--- src/rtl/mem_responder.sv ---
`default_nettype none
// +----------------------------------------------------------------------------+
// | Module      : mem_responder                                                |
// | Description : MAR/MBR memory responder with fixed wait states, one-cycle   |
// |               ack and error status. Define MEM_WP_EN to write-protect the  |
// |               words below WP_LIMIT.                                        |
// | Revision    : 1.0 - initial release                                        |
// +----------------------------------------------------------------------------+
module mem_responder #(
    parameter int unsigned ADDR_W      = 8,
    parameter int unsigned DEPTH       = 256,
    parameter int unsigned WAIT_STATES = 1,
    parameter int unsigned WP_LIMIT    = 16
) (
    input  logic              clk,
    input  logic              rst,
    input  logic              rd_req,
    input  logic              wr_req,
    input  logic [ADDR_W-1:0] addr,
    input  logic [15:0]       wdata,
    output logic [15:0]       rdata,
    output logic              ack,
    output logic              err,
    output logic              busy
);

    localparam logic [1:0] c_ST_IDLE = 2'd0;
    localparam logic [1:0] c_ST_WAIT = 2'd1;
    localparam logic [1:0] c_ST_RESP = 2'd2;

    localparam logic [1:0] c_OP_READ    = 2'd0;
    localparam logic [1:0] c_OP_WRITE   = 2'd1;
    localparam logic [1:0] c_OP_ILLEGAL = 2'd2;

    localparam int unsigned c_IDX_W     = (DEPTH > 1) ? $clog2(DEPTH) : 1;
    localparam logic [3:0]  c_WAIT_INIT = (WAIT_STATES == 0) ? 4'd0 : 4'(WAIT_STATES - 1);

`ifdef MEM_WP_EN
    localparam logic c_WP_ON = 1'b1;
`else
    localparam logic c_WP_ON = 1'b0;
`endif

    logic [1:0]        r_state;
    logic [3:0]        r_cnt;
    logic [1:0]        r_op;
    logic [ADDR_W-1:0] r_addr;
    logic [15:0]       r_wdata;
    logic [15:0]       r_rdata;
    logic              r_ack;
    logic              r_err;
    logic              r_busy;
    logic [15:0]       r_mem [0:DEPTH-1];

    logic [31:0]        w_addr_ext;
    logic [c_IDX_W-1:0] w_idx;
    logic               w_in_range;
    logic               w_below_wp;
    logic               w_wp;
    logic               w_capture;
    logic [1:0]         w_new_op;
    logic               w_mem_we;
    logic [15:0]        w_rd_word;

    assign w_addr_ext = 32'(r_addr);
    assign w_idx      = r_addr[c_IDX_W-1:0];
    assign w_in_range = (w_addr_ext < DEPTH);
    // The limit compare is always built so the parameter stays referenced;
    // it folds away when protection is compiled out.
    assign w_below_wp = (w_addr_ext < WP_LIMIT);
    assign w_wp       = c_WP_ON & w_below_wp;

    assign w_capture = (r_state == c_ST_IDLE) && (rd_req || wr_req);
    assign w_new_op  = (rd_req && wr_req) ? c_OP_ILLEGAL :
                       rd_req             ? c_OP_READ    : c_OP_WRITE;

    // Reset in the response cycle must also suppress the RAM update.
    assign w_mem_we  = !rst && (r_state == c_ST_RESP) && (r_op == c_OP_WRITE)
                       && w_in_range && !w_wp;
    assign w_rd_word = r_mem[w_idx];

    always_ff @(posedge clk) begin
        if (rst) begin
            r_state <= c_ST_IDLE;
            r_cnt   <= 4'd0;
            r_op    <= c_OP_READ;
            r_addr  <= '0;
            r_wdata <= 16'd0;
            r_rdata <= 16'd0;
            r_ack   <= 1'b0;
            r_err   <= 1'b0;
            r_busy  <= 1'b0;
        end else begin
            r_ack <= 1'b0;
            r_err <= 1'b0;
            case (r_state)
                c_ST_IDLE: begin
                    if (w_capture) begin
                        r_addr  <= addr;
                        r_wdata <= wdata;
                        r_op    <= w_new_op;
                        r_busy  <= 1'b1;
                        r_cnt   <= c_WAIT_INIT;
                        r_state <= (WAIT_STATES == 0) ? c_ST_RESP : c_ST_WAIT;
                    end
                end
                c_ST_WAIT: begin
                    if (r_cnt == 4'd0) begin
                        r_state <= c_ST_RESP;
                    end else begin
                        r_cnt <= r_cnt - 4'd1;
                    end
                end
                c_ST_RESP: begin
                    r_ack   <= 1'b1;
                    r_busy  <= 1'b0;
                    r_state <= c_ST_IDLE;
                    case (r_op)
                        c_OP_READ: begin
                            if (w_in_range) begin
                                r_rdata <= w_rd_word;
                                r_err   <= 1'b0;
                            end else begin
                                r_rdata <= 16'd0;
                                r_err   <= 1'b1;
                            end
                        end
                        c_OP_WRITE: r_err <= !w_in_range || w_wp;
                        default:    r_err <= 1'b1;
                    endcase
                end
                default: begin
                    r_state <= c_ST_IDLE;
                    r_busy  <= 1'b0;
                end
            endcase
        end
    end

    // RAM contents survive reset.
    always_ff @(posedge clk) begin
        if (w_mem_we) begin
            r_mem[w_idx] <= r_wdata;
        end
    end

    assign rdata = r_rdata;
    assign ack   = r_ack;
    assign err   = r_err;
    assign busy  = r_busy;

endmodule
`default_nettype wire

--- config.mk ---
export PLATFORM = sky130hd
export DESIGN_NAME = mem_responder
export DESIGN_NICKNAME = d
export VERILOG_FILES = /design/src/rtl/mem_responder.sv
export SDC_FILE = /design/constraint.sdc
export NUM_CORES = 2
export LEC_CHECK = 0
export ABC_AREA = 1
export CAP_MARGIN = 20
export CELL_PAD_IN_SITES_DETAIL_PLACEMENT = 0
export CELL_PAD_IN_SITES_GLOBAL_PLACEMENT = 1
export CORE_UTILIZATION = 47
export DETAILED_ROUTE_END_ITERATION = 8
export GPL_ROUTABILITY_DRIVEN = 0
export PLACE_DENSITY_LB_ADDON = 0.1
export SLEW_MARGIN = 20
export SYNTH_ARGS = -nofsm -noshare
export SYNTH_HDL_FRONTEND = slang
export SYNTH_SLANG_ARGS = --single-unit
--- constraint.sdc ---
create_clock -name clk -period 4.6 [get_ports clk]
set_clock_uncertainty 0.2 [all_clocks]
set_input_delay 0.46 -clock clk [delete_from_list [all_inputs] [get_ports clk]]
set_output_delay 0.46 -clock clk [all_outputs]
set_load 0.01 [all_outputs]
==> flow_summary_export.csv <==
group,metric,value,unit
run_status,status,"completed",
route,via_per_inst,5.459,
floorplanning,rows,218,
yosys,synth_seq_area_share,0.7404,
sta,timing.fmax,257.8,MHz
yosys,ys.flop_type,"edfxtp_1",
clocking,clkTransAtPathRegs,60,ps
grt,track_usage,0.2837,
flow_run,drv_cap,0,
route,wl_met1,219200,um
grt,grt_antenna_before_repair,14,
floorplanning,die_area,358800,um^2
cells_and_area,final_cells,20400,
clocking,cts_root_buf,"clkbuf_16",
worst_hold_path,hold_depth,3,
yosys,syn_area,167500,um^2
placed_design,dp.cells,19570,
cells_and_area,nNetsFinal,15330,
route,drt-total-wl,515000,um
sta,relSlewSlack,0.1490,
yosys,synth_fp_nets,15030,
yosys,yosys.area.top_type,"edfxtp_1",
critical_path,crit_type,"reg -> reg",
critical_path,arrival,4570,ps
floorplanning,core,353500,um^2
route,first_iter_violations,10790,
critical_path,reg2reg_depth,16,
yosys,synthCells,15000,
yosys,synth-seq-cells,4147,
cells_and_area,nFillCells,30600,
route,route.met2.wl,242400,um
sta,timing.final.max_slew_violations,0,
floorplanning,dieWidth,599.0,um
sta,period_needed,3880,ps
cells_and_area,drive_above_1_share,0.08193,
route,postRouteAntennaNets,0,
route,via_count,111400,
clocking,htree_levels,5,
power_and_ir_drop,finalPower,0.09592,W
critical_path,path_max_fanout,58,
yosys,synth_edf_count,4096,
critical_path,cp.required,5290,ps
route,dr.pass1.iters,6,
grt,grt_pass1_wl,744400,um
yosys,netlist.area_leader.share,0.7343,
cells_and_area,area_delta_synth_final,13.70,%
yosys,async_flop_share,0,
power_and_ir_drop,p_leak,72.76,nW
route,highest_layer,"met5",
sta,tightest_slew,1276,ps
clocking,cts_tree,"built",
route,drc,0,
floorplanning,io_pins,47,
sta,finalSetupTns,0,ps
sta,finalSetupViolCount,0,
yosys,synthTopCellsByArea,"edfxtp_1, nand2_1, nand3_1, nor2_1, buf_2",
yosys,synth.distinct_cells,26,
power_and_ir_drop,power_density,503.7,nW/um^2
clocking,cts.sinks,4147,
clocking,worstSkewPairLatency,1010,ps
clocking,clockBufferDepth,4,
cells_and_area,utilization,0.5387,
clocking,cts-buffers-inserted,435,
sta,hold_violations,0,
sta,period_share,0.8434,
clocking,post_cts_buffers,0,
grt,gr-total-overflow,0,
worst_hold_path,min_path_type,"in -> reg",
placed_design,io_buffers,46,
critical_path,cp-end-kind,"register",
yosys,yosysWarningCount,0,
critical_path,worstSetupStartpointType,"register",
power_and_ir_drop,ir_worst_vdd,365.7,uV
route,wl_met3,34240,um
floorplanning,die_h,599.0,um
yosys,synth_area_per_cell,11.17,um^2
floorplanning,start_util,0.4738,
critical_path,r2r_setup_slack,720,ps
sta,rsz0062_at_grt,"no",
grt,grt_max_degree,165,
route,wl_per_cell,25.24,um
grt,grt_pass1_vias,107300,
placed_design,dp_hpwl,297700,um
## path summary, 6_finish.rpt
path             start           to
max          r_addr[1]    rdata[15]
min          wdata[13]  r_wdata[13]
max reg2reg  r_addr[1]    rdata[15]
min reg2reg       busy         busy
## sequential cells by signal (all words and copies together) (netlist names)
| register | cells |
|---|---|
| ack | 1 |
| busy | 1 |
| err | 1 |
| r_addr | 8 |
| r_cnt | 4 |
| r_mem | 4096 |
| r_op | 2 |
| r_state | 2 |
| r_wdata | 16 |
| rdata | 16 |
## layer usage
metal	vias up	GRT usage
met4	6	0.09862
met5	-	0
li1	51120	-
met3	801	0.03532
met1	55450	0.3955
met2	3984	0.4618
## kinds of logic after synthesis
family | synth area share
AOI/OAI and AO/OA | 0.009562
adders and majority gates | 0.00007469
buffers and inverters | 0.02299
DFF | 0.7404
and+or+nand+nor | 0.2269
## synth_stat cells (2+ instances only)
library cell,count
nand2_1,7718
edfxtp_1,4096
nor2_1,945
nand3_1,715
buf_2,389
clkbuf_1,328
nand4_1,285
a21oi_1,135
o21ai_0,130
buf_1,60
o21ai_1,55
dfxtp_1,51
buf_4,31
inv_1,25
nor3_1,8
buf_6,7
clkinv_1,6
nor2_2,4
nor2_4,3
nor3_2,2
## critical path, stage by stage (launching register included)
cell and delay [ps]:
dfxtp_4 640, inv_16 180, nor2_4 260, buf_12 360, buf_4 420, nand2_1 100
nand3_1 100, nand2_1 50, nand2_1 160, nor2_1 80, nor2_1 360, nor2_1 130
nand2_1 300, nand2_1 150, nand2_1 90, nor2_1 40, nor2_1 70
## through the flow
| step | hold WS [ps] | setup WS [ps] | instance area (um^2) |
|---|---|---|---|
| after floorplan | 249.2 | 146.7 | 167500 |
| after global placement | 265.0 | 602.8 | 176200 |
| after detailed placement | 262.9 | 534.3 | 176200 |
| after CTS | 2.440 | 793.2 | 190400 |
| after global routing | 54.72 | 647.3 | 190400 |
| final | 78.74 | 720.4 | 190400 |
## power by group
group | total, W | switching [W] | leakage, nW | internal, W
registers | 0.0438 | 0.000562 | 37.8 | 0.0433
logic | 0.0173 | 0.0134 | 28.1 | 0.00388
clock network | 0.0348 | 0.0147 | 6.86 | 0.0201
total | 0.0959 | 0.0287 | 72.8 | 0.0672
## area by class of cell
type | instances | area (um^2) | area share
Sequential cell | 4147 | 124100 | 0.6516
Multi-Input combinational cell | 10000 | 39710 | 0.2085
Clock buffer | 533 | 11480 | 0.06031
Timing Repair Buffer | 675 | 6494 | 0.03410
Tap cell | 4730 | 5918 | 0.03108
Clock inverter | 268 | 2545 | 0.01336
Inverter | 34 | 177.7 | 0.0009329
Antenna cell | 10 | 25.02 | 0.0001314
## timing repair
item | in CTS | in global routing
endpoints found under the hold margin | 22 | 0
gates resized for setup | 0 | 0
hold buffers | 19 | 0
## layout by cell type, fill, tap and decap left out, types with 4 or more instances in the layout
cell type	instances
inv_1	25
o21ai_1	54
dfxtp_4	18
nand2_1	7700
dlygate4sd3_1	19
bufinv_16	42
clkinvlp_4	12
clkdlybuf4s50_1	46
nand2_2	18
nor3_1	7
nor2_2	6
clkbuf_16	444
diode_2	10
buf_4	509
nand4_1	285
clkinv_4	5
clkbuf_1	85
dfxtp_1	33
buf_12	101
o21ai_0	130
inv_6	8
nand3_1	715
nor2_1	940
edfxtp_1	4096
clkinv_2	89
clkinv_16	6
a21oi_1	135
nor2_4	6
clkinv_1	104
clkbuf_8	4
clkinv_8	4
No activity file was read; power rests on OpenSTA's default activity.
